**config.mk**
```make
export PLATFORM = sky130hd
export DESIGN_NAME = double_pulse_generator
export DESIGN_NICKNAME = d
export VERILOG_FILES = /design/src/rtl/double_pulse_generator_pkg.sv /design/src/rtl/double_pulse_generator.sv
export SDC_FILE = /design/constraint.sdc
export NUM_CORES = 1
export LEC_CHECK = 0
export BUFFER_PORTS_ARGS = -buffer_cell sky130_fd_sc_hd__buf_2
export CAP_MARGIN = 25
export CORE_ASPECT_RATIO = 0.7
export CORE_MARGIN = 10
export CORE_UTILIZATION = 55
export CTS_CLUSTER_SIZE = 40
export DETAILED_ROUTE_END_ITERATION = 16
export GPL_TIMING_DRIVEN = 0
export PLACE_DENSITY = 0.81
export SYNTH_ARGS = -nofsm -noshare
export SYNTH_HDL_FRONTEND = slang
export SYNTH_SLANG_ARGS = --single-unit
```
**constraint.sdc**
```tcl
create_clock -name clk -period 3.4 [get_ports clk]
set_clock_uncertainty 0.05 [all_clocks]
set_input_delay 0.51 -clock clk [delete_from_list [all_inputs] [get_ports clk]]
set_output_delay 0.51 -clock clk [all_outputs]
set_load 0.005 [all_outputs]
```
**src/rtl/double_pulse_generator_pkg.sv**
```systemverilog
// Shared types and effective-parameter arithmetic for the double-pulse stimulus source.
// Clamping guarantees at least one low cycle between pulses and between events.
package double_pulse_gen_pkg;

  localparam int DPG_CNT_W = 16;
  localparam int DPG_PER_W = 32;

  localparam logic [DPG_CNT_W:0] C_ONE = {{DPG_CNT_W{1'b0}}, 1'b1};
  localparam logic [DPG_PER_W:0] P_ONE = {{DPG_PER_W{1'b0}}, 1'b1};

  typedef enum logic [2:0] {IDLE, P1, GAP, P2, WAIT} state_e;

  typedef struct packed {
    logic [DPG_CNT_W:0] w;
    logic [DPG_CNT_W:0] d;
    logic [DPG_PER_W:0] p;
  } eff_t;

  function automatic eff_t calc_eff(
    input logic [DPG_CNT_W-1:0] width,
    input logic [DPG_CNT_W-1:0] delay,
    input logic [DPG_PER_W-1:0] period,
    input logic                 single
  );
    eff_t               e;
    logic [DPG_CNT_W:0] wx;
    logic [DPG_CNT_W:0] dx;
    logic [DPG_PER_W:0] px;
    logic [DPG_PER_W:0] floor_p;
    wx = (width == '0) ? C_ONE : {1'b0, width};
    dx = ({1'b0, delay} > wx) ? {1'b0, delay} : (wx + C_ONE);
    px = {1'b0, period};
    // Single-pulse events never use D, so the period floor only covers the first pulse.
    if (single)
      floor_p = {{(DPG_PER_W-DPG_CNT_W){1'b0}}, wx} + P_ONE;
    else
      floor_p = {{(DPG_PER_W-DPG_CNT_W){1'b0}}, dx} + {{(DPG_PER_W-DPG_CNT_W){1'b0}}, wx} + P_ONE;
    e.w = wx;
    e.d = dx;
    e.p = (px >= floor_p) ? px : floor_p;
    return e;
  endfunction

endpackage

```
**src/rtl/double_pulse_generator.sv**
```systemverilog
// Programmable double-pulse trigger source: first pulse, second pulse after D, events every P.
// First rise one cycle after an accepted start; all outputs registered, no backpressure.
module double_pulse_generator
  import double_pulse_gen_pkg::*;
#(
  parameter int CNT_W = DPG_CNT_W,
  parameter int PER_W = DPG_PER_W
) (
  input  logic             clk,
  input  logic             rstn,
  input  logic             start,
  input  logic             abort,
  input  logic             single,
  input  logic [CNT_W-1:0] width,
  input  logic [CNT_W-1:0] delay,
  input  logic [PER_W-1:0] period,
  input  logic [CNT_W-1:0] n_events,
  output logic             pulse_out,
  output logic             busy,
  output logic             done,
  output logic [CNT_W-1:0] event_count
);

  localparam logic [PER_W:0]   X_ONE   = {{PER_W{1'b0}}, 1'b1};
  localparam logic [PER_W-1:0] PH_ONE  = {{(PER_W-1){1'b0}}, 1'b1};
  localparam logic [CNT_W-1:0] CNT_ONE = {{(CNT_W-1){1'b0}}, 1'b1};

  state_e           r_state;
  logic             r_pulse_out;
  logic             r_busy;
  logic             r_done;
  logic             r_single;
  logic [CNT_W-1:0] r_event_count;
  logic [CNT_W-1:0] r_n;
  logic [CNT_W:0]   r_w;
  logic [CNT_W:0]   r_d;
  logic [PER_W:0]   r_p;
  logic [PER_W-1:0] r_phase;

  eff_t           w_eff;
  logic [PER_W:0] w_ph;
  logic [PER_W:0] w_w;
  logic [PER_W:0] w_d;
  logic           w_p1_end;
  logic           w_gap_end;
  logic           w_p2_end;
  logic           w_wait_end;
  logic           w_last;

  assign w_eff = calc_eff(width, delay, period, single);

  // Phase is measured from the current event's first rise; every boundary is a compare on it.
  assign w_ph       = {1'b0, r_phase};
  assign w_w        = {{(PER_W-CNT_W){1'b0}}, r_w};
  assign w_d        = {{(PER_W-CNT_W){1'b0}}, r_d};
  assign w_p1_end   = (w_ph == (w_w - X_ONE));
  assign w_gap_end  = (w_ph == (w_d - X_ONE));
  assign w_p2_end   = (w_ph == (w_d + w_w - X_ONE));
  assign w_wait_end = (w_ph == (r_p - X_ONE));
  assign w_last     = (r_n != '0) && (r_event_count == r_n);

  always_ff @(posedge clk or negedge rstn) begin
    if (!rstn) begin
      r_state       <= IDLE;
      r_pulse_out   <= 1'b0;
      r_busy        <= 1'b0;
      r_done        <= 1'b0;
      r_single      <= 1'b0;
      r_event_count <= '0;
      r_n           <= '0;
      r_w           <= '0;
      r_d           <= '0;
      r_p           <= '0;
      r_phase       <= '0;
    end else begin
      r_done <= 1'b0;
      if (r_state != IDLE && abort) begin
        r_state     <= IDLE;
        r_pulse_out <= 1'b0;
        r_busy      <= 1'b0;
      end else begin
        case (r_state)
          IDLE: begin
            if (start && !abort) begin
              r_w           <= w_eff.w;
              r_d           <= w_eff.d;
              r_p           <= w_eff.p;
              r_single      <= single;
              r_n           <= n_events;
              r_event_count <= CNT_ONE;
              r_phase       <= '0;
              r_state       <= P1;
              r_pulse_out   <= 1'b1;
              r_busy        <= 1'b1;
            end
          end
          P1: begin
            r_phase <= r_phase + PH_ONE;
            if (w_p1_end) begin
              r_pulse_out <= 1'b0;
              if (!r_single) begin
                r_state <= GAP;
              end else if (w_last) begin
                r_state <= IDLE;
                r_busy  <= 1'b0;
                r_done  <= 1'b1;
              end else begin
                r_state <= WAIT;
              end
            end
          end
          GAP: begin
            r_phase <= r_phase + PH_ONE;
            if (w_gap_end) begin
              r_state     <= P2;
              r_pulse_out <= 1'b1;
            end
          end
          P2: begin
            r_phase <= r_phase + PH_ONE;
            if (w_p2_end) begin
              r_pulse_out <= 1'b0;
              if (w_last) begin
                r_state <= IDLE;
                r_busy  <= 1'b0;
                r_done  <= 1'b1;
              end else begin
                r_state <= WAIT;
              end
            end
          end
          WAIT: begin
            if (w_wait_end) begin
              r_phase       <= '0;
              r_state       <= P1;
              r_pulse_out   <= 1'b1;
              r_event_count <= r_event_count + CNT_ONE;
            end else begin
              r_phase <= r_phase + PH_ONE;
            end
          end
          default: begin
            r_state     <= IDLE;
            r_pulse_out <= 1'b0;
            r_busy      <= 1'b0;
          end
        endcase
      end
    end
  end

  assign pulse_out   = r_pulse_out;
  assign busy        = r_busy;
  assign done        = r_done;
  assign event_count = r_event_count;

endmodule

```
Yosys cells after proc, flatten, opt, wreduce, memory -nomap -nowiden:

Cells that the tools add are included.

* add/subtract/negate cells: 11
* multipliers: 0
* div/mod/pow operators: 0
* magnitude comparators: 2
* equality and inequality tests: 18
* shift operators: 0
* mux-type cells: 38
* bitwise logic cells: 1
* reduce and logical (&&, ||, !) cells: 17

Operators by type and width (count)
* $eq A32 B33 Y1: 4
* $pmux W32 S3: 1
* $mux W32: 2
* $mux W16: 3
* $sub A17 B1 Y18 const B: 2
* $add A16 B1 Y17 const B: 2
* $ge A32 B33 Y1: 1
* $mux W33: 1
* $sub A33 B1 Y33 const B: 1
* $add A32 B1 Y32 const B: 1
* $pmux W16 S2: 1
* $mux W3: 8
* $add A18 B1 Y19 const B: 1
* $mux W19: 1
* $sub A18 B1 Y19 const B: 1
* $add A17 B16 Y18: 1
* $add A17 B17 Y18: 1
* $ne A3 B3 Y1 const B: 6
* $mux W17: 1
* $add A16 B1 Y16 const B: 1
* $eq A16 B16 Y1: 1
* $gt A16 B16 Y1: 1
* $logic_not A16 Y1: 1
* $mux W1: 16
* other kinds (21): 28

* flip-flop bits (word level): 138
* bits in latches: 0
* bits in writable memories: 0
* ROM bits: 0
* input port bits: 85
* output and inout bits: 19
* logic and storage cells: 98
* memories: 0

Longest topological paths before layout:

Gate-level depths: netlist (run 1).

* depth after elaboration: 9
* depth in mapped cells: 38
* mapped depth without buffers: 34

Worst setup path after synthesis (run 1):

Ideal clock, no wire load.

* path kind: input-to-reg
* start: input port width[14]
* end: register r_p[9]
* library setup time: 123 ps
* arrival: 6957 ps
* required time: 3227 ps
* path slack: -3730 ps
* cell stages on the path: 37
* path buffers: 4
* cells stage by stage: clkbuf_1 > nor4_1 > nand4_1 > nor2b_1 > inv_1 > ha_1 > nor2b_1 > o21a_1 > o21ai_0 > a21o_1 > o211ai_1 > a21oi_1 > nor2b_1 > clkbuf_1 > buf_1 > mux2_2 > ha_1 > nor2b_1 > o21ai_0 > a21boi_0 > o31ai_1 > a211oi_1 > o41ai_1 > o21ai_0 > a21oi_1 > a2bb2o_1 > nor2_1 > ha_1 > nand3_1 > nor4_1 > a221oi_1 > nand2b_1 > nand3_1 > clkbuf_1 > nor2_1 > a211oi_1 > nor2_1

RTL lines
* from (decl): RTL line double_pulse_generator.sv:14 `input logic [CNT_W-1:0] width,`
* to (signal assigned): RTL line double_pulse_generator.sv:87 `r_p <= w_eff.p;`
* to (decl): RTL line double_pulse_generator.sv:37 `logic [PER_W:0] r_p;`

==> results of run 1 <==
[stage by stage]
| step | util | cell area, µm² | std cells |
|---|---|---|---|
| 4_1_cts | 0.6747 | 15220 | 2101 |
| 2_1_floorplan | - | 12690 | 1610 |
| 3_5_place_dp | 0.6033 | 13610 | 2023 |
| 6_report | 0.7047 | 15900 | 2135 |
| 5_1_grt | 0.7047 | 15900 | 2135 |
| 3_3_place_gp | 0.6018 | 13580 | 2022 |
[what timing repair did]
item	4_1_cts	5_1_grt
gates resized for setup	144	107
cloned	1	0
setup buffers	62	39
hold endpoints to repair	48	0
endpoints found under the setup margin	72	72
hold buffers	1	0
pin swaps	74	65
[placed cells by master (no fill, tap or decap), types with 27 or more instances in the layout]
master,synthesis,routed
sky130_fd_sc_hd__dfrtp_2,0,30
sky130_fd_sc_hd__nor2_1,122,120
sky130_fd_sc_hd__o21ai_0,98,75
sky130_fd_sc_hd__nand4_1,47,47
sky130_fd_sc_hd__a21oi_1,54,41
sky130_fd_sc_hd__inv_1,119,110
sky130_fd_sc_hd__ha_1,89,68
sky130_fd_sc_hd__buf_2,2,97
sky130_fd_sc_hd__nor4_1,43,27
sky130_fd_sc_hd__clkbuf_1,82,56
sky130_fd_sc_hd__dfrtp_1,136,106
sky130_fd_sc_hd__nand2_1,226,222
sky130_fd_sc_hd__xor2_1,53,50
sky130_fd_sc_hd__buf_4,0,95
sky130_fd_sc_hd__nand3_1,39,35
sky130_fd_sc_hd__xnor2_1,114,112
sky130_fd_sc_hd__nor3_1,34,31
[flip-flops by register name (all words and copies together), names as in the netlist]
register,count
r_d,17
r_w,16
r_phase,32
r_n,16
pulse_out,1
r_p,32
event_count,16
r_single,1
r_state,3
done,1
busy,1
[power by group through the flow]
| stage | combinational, µW | clock (µW) | sequential (µW) |
|---|---|---|---|
| 2_1_floorplan | 5860 | 0 | 2630 |
| 3_3_place_gp | 7410 | 0 | 2850 |
| 3_5_place_dp | 7580 | 0 | 2870 |
| 4_1_cts | 8340 | 1800 | 2940 |
| 5_1_grt | 10300 | 1870 | 3070 |
| 6_report | 9490 | 1800 | 3030 |
[worst min-delay path by stage]
stage	startpoint	end	slack, ns	cells after the start
floorplan	rstn	busy	0.16	0
finish	n_events[1]	r_n[1]	0.21	3
global route	n_events[2]	r_n[2]	0.22	3
global placement	pulse_out	pulse_out	0.41	1
CTS	n_events[1]	r_n[1]	0.20	3
detailed placement	pulse_out	pulse_out	0.42	1
[area by class of cell]
class / count / area [µm²] / area share
sequential: 136 / 3441 / 0.2164
clock buffer: 17 / 425.4 / 0.02675
timing repair buffer: 203 / 1378 / 0.08664
multi-input combinational: 1259 / 9333 / 0.5870
tap: 312 / 390.4 / 0.02455
inverter: 120 / 450.4 / 0.02833
clock inverter: 15 / 131.4 / 0.008263
buffer: 73 / 351.6 / 0.02211
[kinds of logic (layout without fill, tap and decap cells)]
group,after synthesis,in the layout,synth area share
multiplexers,38,38,0.03206
XOR/XNOR,167,167,0.1164
adder cells (fa/ha/maj),91,91,0.09179
buffers and inverters,215,428,0.06560
AND/OR/NAND/NOR,654,654,0.2637
flip-flops,136,136,0.2708
AO/OA/AOI/OAI,309,309,0.1597
[critical path: cells and delay by family]
family / cells / cell delay [ns]
buf+inv: 3 / 0.30
simple gates: 12 / 1.75
fa+ha+maj: 4 / 0.95
mux: 1 / 0.20
compound gates: 16 / 2.80
[metal layers]
layer / vias up / GRT usage
li1: 6082 / -
met1: 6426 / 0.3987
met2: 792 / 0.4218
met3: 102 / 0.07891
met4: 0 / 0.08079
met5: - / 0
==> impl_metrics.csv, run 1 <==
group,metric,value,unit
drt,average_routed_wire_per_standard_cell,21.07,µm
place,place_hpwl,31.74,mm
sta,final_critical_path_setup_slack,-2.830,ns
logic_synthesis,netlist_top_cells_count,"sky130_fd_sc_hd__nand2_1, sky130_fd_sc_hd__dfrtp_1, sky130_fd_sc_hd__nor2_1",
worst_setup_path,setup.worst_path.start,"width[12]",
worst_setup_path,worstRegToRegCells,12,
power_and_ir_drop,power.density_cell_area,900.5,nW/µm²
cells_and_area,area_added_between_synthesis_and_finish,26.51,%
worst_setup_path,critical_path.endpoint,"r_p[15]",
sta,rsz0062_at_grt,"yes",
power_and_ir_drop,max-vdd-ir-drop,0.0004972,V
logic_synthesis,yosys_warnings,0,
sta,final-hold-violation-count,0,
worst_setup_path,regToRegStartpoint,"r_p[2]",
global_route,grt_remaining_overflow,0,
run,max_cap_violations,0,
clocking,ctsRootBufferMaster,"sky130_fd_sc_hd__clkbuf_16",
sta,timing.fmax,0.1605,GHz
logic_synthesis,synth_async_sr_flop_share,1.000,
clocking,clk_pin_slew_worst_paths,0.06,ns
logic_synthesis,yosys_register_bits,136,
global_route,grt_max_degree,89,
worst_setup_path,cp_max_fo,7,
sta,setup-tns-final,-51.11,ns
sta,final_max_slew_viol_count,0,
drt,highest_layer,"met4",
power_and_ir_drop,leakage_power,0.006903,µW
floorplan,floorplan.die_area,29390,µm²
clocking,cts-buffers-inserted,17,
sta,final-setup-viol-count,33,
logic_synthesis,synth_cell_types,82,
cells_and_area,drive_above_1_share,0.2512,
drt,routed_wl,44.98,mm
floorplan,die_y,146.5,µm
floorplan,core_area,22560,µm²
floorplan,num_rows,46,
sta,period_minus_slack,6.230,ns
worst_setup_path,r2r_end,"event_count[9]",
worst_setup_path,cp_data_arrival_time,6.51,ns
worst_setup_path,worst-r2r-setup-slack,-0.16,ns
drt,final_antenna_net_count,0,
drt,detail_route.wirelength.met1,19.32,mm
place,port-buffer-count,100,
worst_setup_path,cp_slowest_stage_delay,0.41,ns
clocking,worst_skew_late_latency,0.44,ns
power_and_ir_drop,share_comb_of_total_power,0.663,
cells_and_area,nFillCells,1719,
logic_synthesis,synth_enable_flop_cells,0,
clocking,clock_tree.htree_level_count,4,
worst_setup_path,critPathCaptureType,"flip-flop",
drt,initialDrtViolationCount,1624,
drt,via_count,13400,
logic_synthesis,syn-cell-area,12570,µm²
logic_synthesis,avgSynthCellArea,7.806,µm²
logic_synthesis,synth-main-ff-cell,"sky130_fd_sc_hd__dfrtp_1",
power_and_ir_drop,p_seq_frac,0.212,
worst_setup_path,worst_ep_required_time,3.68,ns
drt,dr_wl_met2,19.37,mm
global_route,grt_first_pass_wirelength,68.34,mm
place,dp_worst_setup_slack,-4.200,ns
clocking,cts_sinks,136,
worst_setup_path,crit_path_top_delay_cell,"sky130_fd_sc_hd__fa_2",
drt,via_per_inst,6.277,
logic_synthesis,mappedNetlistNets,1786,
worst_setup_path,crit_type,"input pin to flip-flop",
drt,detail_route.first_pass.iterations,6,
run_status,failing_checks,"negative setup slack",
power_and_ir_drop,switching_part_of_the_total,0.5024,
sta,worst_pin_slew,0.9647,ns
logic_synthesis,yosys.cell_count.top_type,"sky130_fd_sc_hd__nand2_1",
logic_synthesis,proportion_of_netlist_area_held_by_the_largest_area_contributor,0.2708,
power_and_ir_drop,pwr-share-clk,0.126,
power_and_ir_drop,total_switching_power,7194,µW
min_path,min_path_type,"input pin to flip-flop",
worst_setup_path,critical_path.startpoint_type,"input pin",
worst_setup_path,critical_path.most_common_cell,"sky130_fd_sc_hd__nor2b_4",
drt,wl_met3,5.122,mm
logic_synthesis,post_synth_main_area_contributors,"sky130_fd_sc_hd__dfrtp_1, sky130_fd_sc_hd__ha_1, sky130_fd_sc_hd__xnor2_1, sky130_fd_sc_hd__nand2_1, sky130_fd_sc_hd__o21ai_0",
sta,whs,0.2064,ns
floorplan,boundaryPins,104,
global_route,all_layer_gr_usage,0.2859,
sta,min_period_over_period,1.832,
drt,drc,0,
power_and_ir_drop,cellInternalPower,7125,µW
floorplan,initial_core_util,0.5571,
global_route,number_of_global_route_vias_before_repair,12590,
place,finalWeightedCongestion,0.9554,
power_and_ir_drop,finalPower,14320,µW
global_route,grt_antenna_before_repair,1,
clocking,cts_buffer_depth,2,
floorplan,dieWidth,200.7,µm
run_status,status,"finished with violations",
sta,slew_headroom,0.3569,
cells_and_area,antenna_cells,0,
logic_synthesis,ys_seq_area_frac,0.2708,
cells_and_area,nNetsFinal,1986,
clocking,tritoncts,"built",
logic_synthesis,syn-instance-count,1610,
logic_synthesis,synth_top_cell_by_area,"sky130_fd_sc_hd__dfrtp_1",
Note: power is estimated with default switching activity, not from simulation.
==> run 2, diff against run 1 <==
- REMOVE_ABC_BUFFERS: not set -> 1
==> run 2 against run 1 <==
  * The run still ends with negative setup slack left
  * Utilization down 0.11 points
  * Sequential share of layout area is 0.072 points higher
  * Via count down 1.9%
  * Final cell count decreased by 3.6%
  * Sequential cell count unchanged
  * Count of clock-buffer cells in the layout stayed put
  * Clock power rose by 3%
  * Global-route usage shrank 2.0 points
  * Routed wire length fell by 3.0%
  * First-iteration DRC count rose by 4.4%
  * Largest power group unchanged
==> impl_metrics.csv, run 2 (synthesis gave the netlist of run 1 again) <==
group,metric,value,unit
drt,via_per_inst,6.389,
cells_and_area,drive_above_1_share,0.2658,
global_route,grt_first_pass_wirelength,64.51,mm
worst_setup_path,crit_buf_inv,4,
cells_and_area,nNetsFinal,1909,
floorplan,num_rows,46,
sta,period_minus_slack,6.217,ns
power_and_ir_drop,leakage_power,0.006802,µW
sta,final-setup-viol-count,36,
global_route,all_layer_gr_usage,0.2654,
worst_setup_path,critPathCaptureType,"flip-flop",
global_route,grt_max_degree,100,
clocking,cts_buffer_depth,2,
power_and_ir_drop,max-vdd-ir-drop,0.0004926,V
drt,via_count,13150,
cells_and_area,mostFrequentLayoutCell,"sky130_fd_sc_hd__nand2_1",
worst_setup_path,crit_family,"compound AO/OA/AOI/OAI gates",
cells_and_area,postLayoutCellArea,15880,µm²
worst_setup_path,cp_data_arrival_time,6.49,ns
drt,routed_wl,43.64,mm
clocking,cts-buffers-inserted,17,
worst_setup_path,critical_path.startpoint_type,"input pin",
place,place_hpwl,28.80,mm
cells_and_area,finalCoreUtilization,0.7037,
place,port-buffer-count,103,
sta,timing.fmax,0.1609,GHz
place,finalWeightedCongestion,0.9831,
drt,detail_route.wirelength.met1,18.91,mm
sta,final_critical_path_setup_slack,-2.817,ns
cells_and_area,top_regs,"r_p: 32 flops, r_phase: 32 flops, r_d: 17 flops",
worst_setup_path,worst_ep_required_time,3.67,ns
floorplan,die_y,146.5,µm
drt,average_routed_wire_per_standard_cell,21.21,µm
global_route,grt_antenna_before_repair,0,
worst_setup_path,crit_type,"input pin to flip-flop",
drt,initialDrtViolationCount,1696,
floorplan,dieWidth,200.7,µm
worst_setup_path,crit_path_top_delay_cell,"sky130_fd_sc_hd__ha_1",
sta,rsz0062_at_grt,"yes",
floorplan,floorplan.die_area,29390,µm²
clocking,clock_tree.htree_level_count,4,
cells_and_area,area_added_between_synthesis_and_finish,26.32,%
run,max_cap_violations,0,
worst_setup_path,cp_max_fo,6,
drt,drc,0,
clocking,ctsRootBufferMaster,"sky130_fd_sc_hd__clkbuf_16",
clocking,clk_pin_slew_worst_paths,0.07,ns
clocking,cts_sinks,136,
clocking,worst_skew_late_latency,0.44,ns
min_path,min_path_type,"input pin to flip-flop",
min_path,worst_hold_startpoint,"n_events[13]",
global_route,number_of_global_route_vias_before_repair,12040,
floorplan,initial_core_util,0.5571,
drt,detail_route.first_pass.iterations,6,
drt,final_antenna_net_count,0,
run_status,status,"finished with violations",
sta,final_max_slew_viol_count,0,
drt,dr_wl_met2,18.43,mm
floorplan,core_area,22560,µm²
cells_and_area,final_cell_mix,"sky130_fd_sc_hd__nand2_1, sky130_fd_sc_hd__nor2_1, sky130_fd_sc_hd__xnor2_1, sky130_fd_sc_hd__inv_1, sky130_fd_sc_hd__dfrtp_1",
worst_setup_path,setup.worst_path.start,"width[12]",
sta,slew_headroom,0.2078,
drt,wl_met3,5.003,mm
clocking,tritoncts,"built",
cells_and_area,antenna_cells,0,
sta,worst_pin_slew,1.176,ns
drt,highest_layer,"met4",
worst_setup_path,regToRegStartpoint,"r_p[7]",
run_status,failing_checks,"negative setup slack",
sta,final-hold-violation-count,0,
worst_setup_path,cp_slowest_stage_delay,0.33,ns
power_and_ir_drop,power.density_cell_area,890.3,nW/µm²
place,placedInstanceArea,13200,µm²
sta,min_period_over_period,1.828,
global_route,grt_remaining_overflow,0,
floorplan,boundaryPins,104,
run 2: changes by cell type in the layout (fill, tap and decap cells not counted), moves of 6 or more:
cell and delta:
sky130_fd_sc_hd__clkbuf_1 -56, sky130_fd_sc_hd__buf_4 -20, sky130_fd_sc_hd__buf_6 +9, sky130_fd_sc_hd__buf_2 -11, sky130_fd_sc_hd__buf_1 -6
run 2: layer usage:
layer / global-route usage / vias to the layer above
li1: - / 5929
met1: 0.3843 / 6172
met2: 0.3820 / 911
met3: 0.06034 / 136
met4: 0.07777 / 0
met5: 0 / -
run 2: worst register-to-register path, stage by stage (launching register included):
cell,delay [ns]
sky130_fd_sc_hd__dfrtp_2,0.48
sky130_fd_sc_hd__nor4_4,0.31
sky130_fd_sc_hd__buf_4,0.19
sky130_fd_sc_hd__nand4b_1,0.21
sky130_fd_sc_hd__o41ai_4,0.43
sky130_fd_sc_hd__buf_4,0.18
sky130_fd_sc_hd__nand4_1,0.12
sky130_fd_sc_hd__nor4_2,0.25
sky130_fd_sc_hd__nand3_1,0.18
sky130_fd_sc_hd__nor3_4,0.32
sky130_fd_sc_hd__nand2_4,0.12
sky130_fd_sc_hd__or4_4,0.51
sky130_fd_sc_hd__a21oi_2,0.16
run 2: power breakdown:
group          internal, µW  total [µW]  switching [µW]
Clock                  1040        1850             812
Combinational          3940        9150            5200
Sequential             2170        3140             970
Total                  7150       14100            6990
run 2: layout make-up:
cell class              count  area, µm²
clock buffers              17      425.4
clock inverters            15      156.4
fillers                  1686       6685
inverters                 120      455.4
multi-input cells        1265       9535
flip-flops and latches    136       3447
well taps                 312      390.4
repair buffers            193       1466
run 2: timing repair:
| action | CTS | global route |
|---|---|---|
| gates cloned | 4 | 3 |
| setup buffers | 42 | 43 |
| pin swaps | 57 | 91 |
| hold buffers | 1 | 0 |
| hold endpoints to repair | 37 | 0 |
| gates resized for setup | 180 | 150 |
| setup endpoints to repair | 72 | 63 |
run 2: worst paths after layout:
kind                                  end  slack [ns]  cells after the start
max                               r_p[15]       -2.82                     36
min                               r_n[13]        0.21                      3
max reg2reg                event_count[9]       -0.19                     12
min reg2reg                     pulse_out        0.43                      1
max in group asynchronous         r_p[22]        1.94                      3
min in group asynchronous         r_n[11]        0.51                      2
run 2: stage by stage:
stage / instances / setup TNS, ns / total power, µW / hold WS, ns / setup WS [ns]
global route: 2058 / -60.87 / 15150 / 0.2132 / -3.140
detailed placement: 1933 / -134.23 / 10200 / 0.4032 / -5.360
floorplan: 1515 / -134.28 / 8374 / 0.1644 / -4.002
finish: 2058 / -50.22 / 14130 / 0.2108 / -2.817
global placement: 1930 / -384.98 / 9972 / 0.4095 / -5.655
CTS: 2012 / -43.48 / 12640 / 0.2016 / -2.500
==> run 3, diff against run 2 <==
- CAP_MARGIN: 25 -> 20
- CORE_ASPECT_RATIO: 0.7 -> 0.75
==> run 3 against run 2 <==
  * The run still ends with negative setup slack left
  * Register-to-register slack got worse by 0.13 ns
  * First-iteration DRC count down 7.7%
  * Power down 1.1%
  * Critical path depth increased by 1
  * Hold slack improved by 0.0023 ns
  * Fmax decreased by 0.66%
  * Sequential power is essentially flat
  * Die area decreased by 0.12%
  * Routed wire length is 1.8% lower
==> impl_metrics.csv, run 3 (synthesis gave the netlist of run 1 again) <==
group,metric,value,unit
run_status,status,"finished with violations",
run_status,failing_checks,"negative setup slack",
global_route,busiest_layer,"met2",
sta,min_period_over_period,1.841,
drt,via_count,13150,
global_route,grt.met1_usage,0.3681,
cells_and_area,antenna_cells,0,
cells_and_area,postLayoutCellArea,15670,µm²
power_and_ir_drop,max-vdd-ir-drop,0.0004957,V
worst_setup_path,critical_path.endpoint,"r_p[1]",
floorplan,num_rows,47,
floorplan,core_area,22290,µm²
global_route,grt.met3_usage,0.05324,
cells_and_area,multi_input_area,9438,µm²
cells_and_area,top_regs,"r_p: 32 flops, r_phase: 32 flops, r_d: 17 flops",
clocking,worst_skew_late_latency,0.43,ns
worst_setup_path,crit_type,"input pin to flip-flop",
worst_setup_path,critPathCaptureType,"flip-flop",
clocking,clock_tree.htree_level_count,4,
worst_setup_path,worstRegToRegCells,12,
place,port-buffer-count,103,
drt,detail_route.first_pass.iterations,6,
cells_and_area,layoutNonFillerInstCount,2041,
sta,timing.fmax,0.1598,GHz
sta,worst_pin_slew,1.041,ns
clocking,ctsRootBufferMaster,"sky130_fd_sc_hd__clkbuf_16",
cells_and_area,nNetsFinal,1911,
worst_setup_path,setup.worst_path.start,"width[12]",
sta,final_max_slew_viol_count,0,
sta,period_minus_slack,6.258,ns
run,max_cap_violations,0,
clocking,tritoncts,"built",
drt,initialDrtViolationCount,1565,
cells_and_area,final_cell_mix,"sky130_fd_sc_hd__nand2_1, sky130_fd_sc_hd__nor2_1, sky130_fd_sc_hd__xnor2_1, sky130_fd_sc_hd__dfrtp_1, sky130_fd_sc_hd__inv_1",
worst_setup_path,crit_path_top_delay_cell,"sky130_fd_sc_hd__o41ai_4",
power_and_ir_drop,power.density_cell_area,892.4,nW/µm²
floorplan,dieWidth,194.6,µm
cells_and_area,drive_above_1_share,0.2507,
global_route,number_of_global_route_vias_before_repair,12100,
cells_and_area,area_added_between_synthesis_and_finish,24.67,%
clocking,cts_sinks,136,
sta,rsz0062_at_grt,"yes",
global_route,grt_first_pass_wirelength,63.96,mm
place,numPlacedInstances,1917,
cells_and_area,final-seq-area,3433,µm²
global_route,grt_remaining_overflow,0,
sta,final_critical_path_setup_slack,-2.858,ns
worst_setup_path,cp_data_arrival_time,6.52,ns
global_route,globalRouteMet2Util,0.3968,
sta,slew_headroom,0.2989,
cells_and_area,mostFrequentLayoutCell,"sky130_fd_sc_hd__nand2_1",
floorplan,die_y,150.9,µm
global_route,grt_antenna_before_repair,0,
worst_setup_path,worst_ep_required_time,3.66,ns
floorplan,initial_core_util,0.5639,
worst_setup_path,cp_slowest_stage_delay,0.45,ns
drt,average_routed_wire_per_standard_cell,20.99,µm
clocking,cts-buffers-inserted,17,
clocking,cts_buffer_depth,2,
global_route,all_layer_gr_usage,0.2643,
drt,drc,0,
place,placedInstanceArea,13210,µm²
power_and_ir_drop,finalPower,13980,µW
place,finalWeightedCongestion,0.9893,
worst_setup_path,worst-r2r-setup-slack,-0.32,ns
power_and_ir_drop,leakage_power,0.006792,µW
drt,final_antenna_net_count,0,
cells_and_area,finalCoreUtilization,0.7030,
worst_setup_path,critical_path.startpoint_type,"input pin",
worst_setup_path,r2r_end,"event_count[7]",
cells_and_area,nFillCells,1591,
place,place_hpwl,28.20,mm
clocking,clk_pin_slew_worst_paths,0.07,ns
drt,routed_wl,42.85,mm
drt,via_per_inst,6.445,
global_route,grt_max_degree,102,
floorplan,floorplan.die_area,29360,µm²
worst_setup_path,cp_max_fo,5,
min_path,min_path_type,"input pin to flip-flop",
worst_setup_path,regToRegStartpoint,"r_p[9]",
place,dp_worst_setup_slack,-5.251,ns
sta,final-setup-viol-count,65,
floorplan,boundaryPins,104,
sta,final-hold-violation-count,0,
==> run 3: metrics by stage <==
stage,TNS (ns),hold WS (ns)
final,-55.68,0.2130
after global routing,-63.15,0.2074
after CTS,-46.01,0.2087
after detailed placement,-123.27,0.3875
after global placement,-378.02,0.4106
after floorplan,-134.28,0.1644
==> run 3: worst min-delay path by stage <==
stage,start,to,slack [ns],cells past startpoint
final,n_events[10],r_n[10],0.21,3
after global routing,n_events[2],r_n[2],0.21,3
after CTS,n_events[10],r_n[10],0.21,3
after detailed placement,rstn,done,0.39,1
after global placement,pulse_out,pulse_out,0.41,1
after floorplan,rstn,busy,0.16,0
==> run 3: power by group <==
part | internal, µW | switching (µW) | leakage (µW)
Combinational | 3910 | 5130 | 0.00480
Clock | 1030 | 785 | 0.000269
Sequential | 2160 | 967 | 0.00173
Total | 7100 | 6890 | 0.00679
==> run 3: what timing repair did <==
item                                   in CTS  in global routing
buffers inserted                           41                 45
setup endpoints to repair                  72                 70
endpoints found under the hold margin      35                  0
hold buffers                                1                  0
gates resized for setup                   147                129
pin swaps                                  56                 89
cloned                                      5                  1
==> run 3: layout make-up <==
type / count / share of cell area
repair buffers: 196 / 0.09063
flip-flops and latches: 136 / 0.2191
clock buffers: 18 / 0.02803
clock inverters: 13 / 0.007666
well taps: 294 / 0.02348
inverters: 120 / 0.02875
multi-input cells: 1264 / 0.6023
==> run 3: critical path, delay by kind of cell <==
family                     cells  cell delay [ns]
and+or+nand+nor               13             1.73
buffers and inverters          5             0.60
adders and majority gates      3             0.58
AOI/OAI and AO/OA             14             2.55
muxes                          2             0.51
==> run 3: layer usage <==
metal / routed length, µm / vias to the layer above
li1: - / 5937
met1: 18420 / 6176
met3: 4340 / 161
met2: 18360 / 880
met5: 0 / -
met4: 1734 / 0
